File: src/rtl/uart_tx_scheduler.sv
// Round-robin arbiter that shares one UART transmitter between N_REQ byte requesters,
// holding off new grants for a full frame plus guard gap counted in baud ticks.
// States: FLUSH drain after reset | IDLE arbitrate | SEND tx_en until tick | WAIT frame+gap
module uart_tx_scheduler #(
  parameter int N_REQ       = 4,
  parameter int FRAME_TICKS = 10,
  parameter int GAP_TICKS   = 1
) (
  input  logic                     sys_clk,
  input  logic                     rst,
  input  logic                     uart_tx_clk,
  input  logic [N_REQ-1:0]         req,
  input  logic [8*N_REQ-1:0]       req_data,
  output logic [N_REQ-1:0]         ack,
  output logic                     tx_en,
  output logic [7:0]               tx_data,
  output logic [$clog2(N_REQ)-1:0] grant_id,
  output logic                     busy
);
  localparam int IW   = $clog2(N_REQ);
  localparam int HOLD = FRAME_TICKS + GAP_TICKS;
  localparam int CW   = $clog2(HOLD + 1);

  typedef enum logic [1:0] {FLUSH, IDLE, SEND, WAIT} state_t;

  state_t        state;
  logic [CW-1:0] cnt;
  logic [IW-1:0] last;
  logic          tx_clk_q;
  logic          tick;
  logic          found;
  logic [IW-1:0] winner;
  logic [IW-1:0] cand;
  logic [7:0]    win_byte;
  logic [7:0]    bytes [N_REQ];
  int            idx;

  for (genvar g = 0; g < N_REQ; g++) begin : g_bytes
    assign bytes[g] = req_data[8*g +: 8];
  end

  assign tick = uart_tx_clk & ~tx_clk_q;
  assign busy = (state != IDLE);

  // Search starts just after the last winner so every requester gets a turn.
  always_comb begin
    found    = 1'b0;
    winner   = '0;
    win_byte = '0;
    idx      = 0;
    cand     = '0;
    for (int k = 1; k <= N_REQ; k++) begin
      idx  = (int'(last) + k) % N_REQ;
      cand = IW'(idx);
      if (!found && req[cand]) begin
        found    = 1'b1;
        winner   = cand;
        win_byte = bytes[cand];
      end
    end
  end

  always_ff @(posedge sys_clk) begin
    if (rst) begin
      state    <= FLUSH;
      cnt      <= CW'(HOLD);
      tx_clk_q <= 1'b0;
      tx_en    <= 1'b0;
      tx_data  <= '0;
      ack      <= '0;
      grant_id <= '0;
      last     <= IW'(N_REQ - 1);
    end else begin
      tx_clk_q <= uart_tx_clk;
      ack      <= '0;
      case (state)
        FLUSH, WAIT: begin
          if (tick) begin
            cnt <= cnt - CW'(1);
            if (cnt == CW'(1)) state <= IDLE;
          end
        end
        IDLE: begin
          if (found) begin
            tx_data  <= win_byte;
            tx_en    <= 1'b1;
            ack      <= N_REQ'(1) << winner;
            grant_id <= winner;
            last     <= winner;
            state    <= SEND;
          end
        end
        SEND: begin
          // A tick on the grant edge was seen in IDLE, so this is always a later one.
          if (tick) begin
            tx_en <= 1'b0;
            cnt   <= CW'(HOLD);
            state <= WAIT;
          end
        end
        default: state <= FLUSH;
      endcase
    end
  end

endmodule

File: config.mk
export PLATFORM = sky130hd
export DESIGN_NAME = uart_tx_scheduler
export DESIGN_NICKNAME = d
export VERILOG_FILES = /design/src/rtl/uart_tx_scheduler.sv
export SDC_FILE = /design/constraint.sdc
export NUM_CORES = 1
export LEC_CHECK = 0
export ABC_AREA = 1
export CELL_PAD_IN_SITES_DETAIL_PLACEMENT = 0
export CELL_PAD_IN_SITES_GLOBAL_PLACEMENT = 1
export CORE_ASPECT_RATIO = 1.2
export CORE_MARGIN = 2
export CORE_UTILIZATION = 36
export DETAILED_ROUTE_END_ITERATION = 10
export PLACE_DENSITY = 0.88
export SYNTH_ARGS = -nofsm -noshare
export SYNTH_HDL_FRONTEND = slang
export SYNTH_SLANG_ARGS = --single-unit
File: constraint.sdc
create_clock -name sys_clk -period 4.2 [get_ports sys_clk]
set_clock_uncertainty 0.05 [all_clocks]
set_input_delay 0.42 -clock sys_clk [delete_from_list [all_inputs] [get_ports sys_clk]]
set_output_delay 0.42 -clock sys_clk [all_outputs]
set_load 0.02 [all_outputs]
==> reports/metrics.csv, run 1 <==
metric;value;unit
yosys-top-cells-area;nand2_1 (24%), dfxtp_1 (21%), o21ai_0 (14%);
num_vias;2534;
synth_edf_count;0;
clk_latency;0.26;ns
viasPerCell;4.73;
synth.top_cell.area_share;24.0;%
grtUsageTotal;16.8;%
status;finished clean;
drive_gt1_share;7.93;%
grt_setup_unrepaired;no;
clkTransAtPathRegs;0.08;ns
regToRegStartpoint;last[0];
clockBufferDepth;2;
core;6090;sq um
ios;55;
path_delay_family;simple AND/OR/NAND/NOR gates;
post-route-drc-count;0;
hold-path-cell-count;2;
startpoint_type;flip-flop;
maxSlewViolCount;0;
internal_power;0.944;mW
fmax;0.412;GHz
die-area;7010;sq um
cts_sinks;24;
p_per_area;739;nW/um^2
syn_area;2290;sq um
gp_congestion;0.814;
antenna_found_initial;0;
synth_area_leader_cell;nand2_1;
worst_setup_path_end_kind;flip-flop;
num-nets-final;498;
whs;0.431;ns
max_stage_delay;0.40;ns
rows;31;
arrival;2.58;ns
leakage;1.45;nW
syn2layout_area_growth;26.8;%
post_cts_buffers;0;
final_core_util;47.6;%
slew-limit-headroom;69.3;%
wl_per_cell;10.7;um
ant_nets;0;
startpoint;last[0];
diodes;0;
wirelength;5750;um
die_y;91.3;um
reg2reg_slack;1.77;ns
ir_worst_vdd;306;uV
fin_ws;1.77;ns
async_flop_share;0;%
cts_tree;done;
pwr-share-comb;77.1;%
syn_area_per_cell;5.55;sq um
grt_pass1_wl;9950;um
p_sw_share;56.0;%
grt_max_degree;57;
htreeDepth;1;
hold_path_startpoint;grant_id[1];
ys_seq_area_share;21.0;%
cap_violations;0;
dp_hpwl;4570;um
grt_overflow;0;
preCtsSetupSlack;1.77;ns
start_util;37.6;%
final_hold_viol_count;0;
syn-num-nets;455;
fin_setup_tns;0;ns
slowest_stage;buf_4;
drt_iter0_drc;122;
die_w;76.8;um
path_cells;buf_4 -> nand2_1 -> nand2_4 -> nand2_2 -> nand2_2 -> inv_1 -> nand2_2 -> nor2_2 -> nand2_4 -> nand2_2 -> nand2_1 -> nor2_1 -> nor2_1;
crit_path_frequent_cell;nand2_2;
critical_path_class;reg2reg;
cts_hold_buffers;0;
clockRootBuffer;clkbuf_8;
cts_resized;0;
synth_most_common_cell;nand2_1;
worstRegToRegCells;13;
power_frac_clock;7.1;%
hp-class;reg2reg;
yosys-top-cells-count;nand2_1 (146), o21ai_0 (66), inv_1 (49);
timing.final.crit_share;57.7;%
worstPathMaxFanout;56;
critPathBufInv;2;
critPathRequiredTime;4.35;ns
cts_buffers;3;
ys_warn_count;0;
ys_ff_latch;24;
p_sw;1.20;mW
tightest_slew;0.460;ns
grt_pass1_vias;2304;
io_buffers;54;
min_period;2.43;ns
firstDrtPassIters;4;
rr_endpoint;last[0];
seqPwrFrac;15.8;%
synthFlopType;dfxtp_1;
whs_endpoint;grant_id[1];
syn_inst;412;
yosysUniqueCellTypes;25;
setup_viol;0;
## flip-flops by register name, summed over array words and instances (netlist names)
register	cells
state	2
grant_id	2
tx_data	8
tx_clk_q	1
last	2
cnt	4
tx_en	1
ack	4
## logic make-up after synthesis
family / share of synthesized area [%]
AOI/OAI and AO/OA: 15.7
xor gates and xnor gates: 0.383
adders and majority gates: 2.19
buffers and inverters: 13.6
DFF: 21.0
muxes: 0.875
and+or+nand+nor: 46.3
## area by class of cell
cell class	instances	area (sq um)
clock buffer	4	55.1
fill	670	3190
inverter	56	210
multi-input combinational	314	1500
sequential	24	480
tap	82	103
timing repair buffer	56	556
## worst max-delay path by stage
stage | to | depth (start not counted) | slack (ns)
after floorplan | tx_data[0] | 13 | 2.58
after global placement | last[1] | 13 | 1.83
after detailed placement | last[0] | 13 | 1.77
after CTS | last[0] | 13 | 1.74
after global routing | tx_data[2] | 13 | 1.50
final | last[0] | 13 | 1.77
## routing by layer
metal,up-vias,routed length [um],GRT usage (%)
met5,-,0,0
met4,0,37,2.12
met3,6,212,2.09
met2,49,2970,32.7
met1,1109,2540,19.8
li1,1370,-,-
## tightest hold or removal path: stages, from the launching register on
cell and delay, ns:
dfxtp_1 0.32, nand3_1 0.07, nand2_1 0.05
## power groups by stage
stage / Clock [mW] / Sequential (mW) / Combinational [mW]
after CTS: 0.158 / 0.340 / 1.67
after floorplan: 0 / 0.402 / 1.24
after detailed placement: 0 / 0.346 / 1.66
final: 0.152 / 0.339 / 1.65
after global routing: 0.167 / 0.350 / 1.88
after global placement: 0 / 0.345 / 1.64
## through the flow
stage,power (mW),cells,area [sq um]
after floorplan,1.64,412,2290
after global routing,2.40,536,2900
after global placement,1.99,532,2850
after CTS,2.17,536,2900
final,2.14,536,2900
after detailed placement,2.01,532,2850
## cell usage in the layout, fill, tap and decap left out
| cell type | netlist | final |
|---|---|---|
| o21ai_1 | 1 | 1 |
| nand2_1 | 146 | 146 |
| nor2_2 | 2 | 2 |
| nand2_4 | 4 | 4 |
| nor2_8 | 3 | 3 |
| o221ai_1 | 1 | 1 |
| mux2i_1 | 2 | 2 |
| dfxtp_1 | 24 | 24 |
| inv_1 | 49 | 49 |
| xor2_1 | 1 | 1 |
| nand3_2 | 2 | 2 |
| clkdlybuf4s50_1 | 0 | 54 |
| o21ai_0 | 66 | 66 |
| inv_2 | 7 | 7 |
| nor2_1 | 37 | 37 |
| nand3_1 | 24 | 24 |
| buf_4 | 2 | 2 |
| clkbuf_8 | 0 | 4 |
| a21oi_1 | 3 | 3 |
| ha_1 | 4 | 4 |
| nand4_1 | 5 | 5 |
| nand3b_1 | 1 | 1 |
| nand2_2 | 12 | 12 |
(Power assumes the default switching activity.)
==> run 2, diff against run 1 <==
--- a/config.mk
+++ b/config.mk
@@ -10,9 +10,9 @@
 export CELL_PAD_IN_SITES_GLOBAL_PLACEMENT = 1
 export CORE_ASPECT_RATIO = 1.2
 export CORE_MARGIN = 2
-export CORE_UTILIZATION = 36
+export CORE_UTILIZATION = 30
 export DETAILED_ROUTE_END_ITERATION = 10
-export PLACE_DENSITY = 0.88
+export PLACE_DENSITY = 0.79
 export SYNTH_ARGS = -nofsm -noshare
 export SYNTH_HDL_FRONTEND = slang
 export SYNTH_SLANG_ARGS = --single-unit
==> constraint.sdc (replaced) <==
create_clock -name sys_clk -period 2.2 [get_ports sys_clk]
set_clock_uncertainty 0.05 [all_clocks]
set_input_delay 0.22 -clock sys_clk [delete_from_list [all_inputs] [get_ports sys_clk]]
set_output_delay 0.22 -clock sys_clk [all_outputs]
set_load 0.02 [all_outputs]
==> reports/metrics.csv, run 2 (same netlist as run 1, synthesis figures left out) <==
metric;value;unit
status;finished clean;
diodes;0;
power.total;4.34;mW
regToRegStartpoint;last[1];
largest_reg_flops;8;
maxSlewViolCount;0;
grt_pass1_vias;2471;
drive_gt1_share;9.74;%
leakage;1.50;nW
cts_sinks;24;
final.fill_count;820;
layout_common_cells;nand2_1 (146), o21ai_0 (66), clkdlybuf4s50_1 (54), inv_1 (49), nor2_1 (37);
core;7320;sq um
setup_viol;0;
wirelength;6210;um
syn2layout_area_growth;30.6;%
start_util;31.3;%
top_regs;tx_data x8, ack x4, cnt x4;
worstRegToRegCells;10;
startpoint_type;flip-flop;
cap_violations;0;
hold_path_startpoint;tx_data[1];
dp_hpwl;5090;um
worst_setup_path_end_kind;output pin;
wl_per_cell;11.2;um
multi_input_area;1500;sq um
rr_endpoint;last[0];
ant_nets;0;
grt_overflow;0;
gp_congestion;0.838;
fin_setup_tns;0;ns
final_common_cell;nand2_1;
cts_hold_buffers;0;
clkTransAtPathRegs;0.09;ns
antenna_found_initial;0;
fmax;0.500;GHz
hp-class;reg2reg;
ir_worst_vdd;614;uV
register_area;482;sq um
rows;34;
die_w;83.7;um
clockBufferDepth;2;
arrival;1.73;ns
num-nets-final;506;
final_hold_viol_count;0;
grt_max_degree;29;
cts_buffers;3;
grtUsageTotal;15.5;%
p_per_area;1450;nW/um^2
whs_endpoint;tx_data[1];
ios;55;
min_period;2.00;ns
largest_register;tx_data;
startpoint;state[1];
clockRootBuffer;clkbuf_8;
grt_pass1_wl;10800;um
firstDrtPassIters;4;
die-area;8340;sq um
reg2reg_slack;0.23;ns
die_y;99.7;um
hold-path-cell-count;2;
timing.final.crit_share;91.0;%
htreeDepth;1;
cts_tree;done;
post-route-drc-count;0;
num_vias;2608;
critical_path_class;reg2out;
drt_iter0_drc;134;
worstPathMaxFanout;11;
grt_setup_unrepaired;no;
slew-limit-headroom;72.4;%
critPathRequiredTime;1.93;ns
io_buffers;54;
clk_latency;0.26;ns
viasPerCell;4.72;
tightest_slew;0.414;ns
-- run 2: changes by cell type in the layout (fill, tap and decap cells not counted) --
cell,delta
dfxtp_2,+1
buf_4,+8
bufinv_16,+1
dfxtp_1,-1
clkbuf_8,-1
-- run 2: worst max-delay path: stages, from the launching register on --
cell             delay, ns
dfxtp_1               0.36
inv_1                 0.05
ha_1                  0.32
inv_1                 0.13
clkdlybuf4s50_1       0.61
-- run 2: through the flow --
stage	instances	utilization, %	area [sq um]	setup WS [ns]	hold slack, ns
after floorplan	412	-	2290	0.584	0.239
after global placement	548	39.8	2920	0.155	0.419
after detailed placement	548	39.8	2920	0.139	0.430
after CTS	552	40.8	2990	0.178	0.444
after global routing	552	40.8	2990	0.0438	0.473
final	552	40.8	2990	0.199	0.436
-- run 2: repair_timing --
action	CTS	global route
buffers inserted	0	0
gates resized for setup	0	1
endpoints found under the setup margin	0	12
-- run 2: worst max-delay path by stage --
stage	to	cells past startpoint
6_report	busy	4
5_1_grt	ack[0]	15
4_1_cts	busy	4
3_5_place_dp	last[0]	13
3_3_place_gp	last[0]	13
2_1_floorplan	tx_data[0]	13
-- run 2: report_power, final --
part | total, mW | internal, mW | switching (mW) | leakage [nW]
Combinational | 3.26 | 1.17 | 2.09 | 1.27
Sequential | 0.689 | 0.578 | 0.111 | 0.196
Clock | 0.382 | 0.243 | 0.139 | 0.0357
-- run 2: cell type report --
| class | count | area share, % |
|---|---|---|
| clock buffers | 3 | 1.38 |
| well taps | 90 | 3.77 |
| repair buffers | 64 | 20.6 |
| multi-input cells | 314 | 50.1 |
| inverters | 56 | 7.04 |
| flip-flops and latches | 24 | 16.1 |
| clock inverters | 1 | 1.01 |
-- run 2: metal layers --
metal | vias up | wire length (um) | global-route usage [%]
met5 | - | 0 | 0
met4 | 0 | 72 | 3.23
met3 | 6 | 210 | 2.41
met2 | 57 | 3220 | 30.5
met1 | 1159 | 2700 | 17.4
li1 | 1386 | - | -
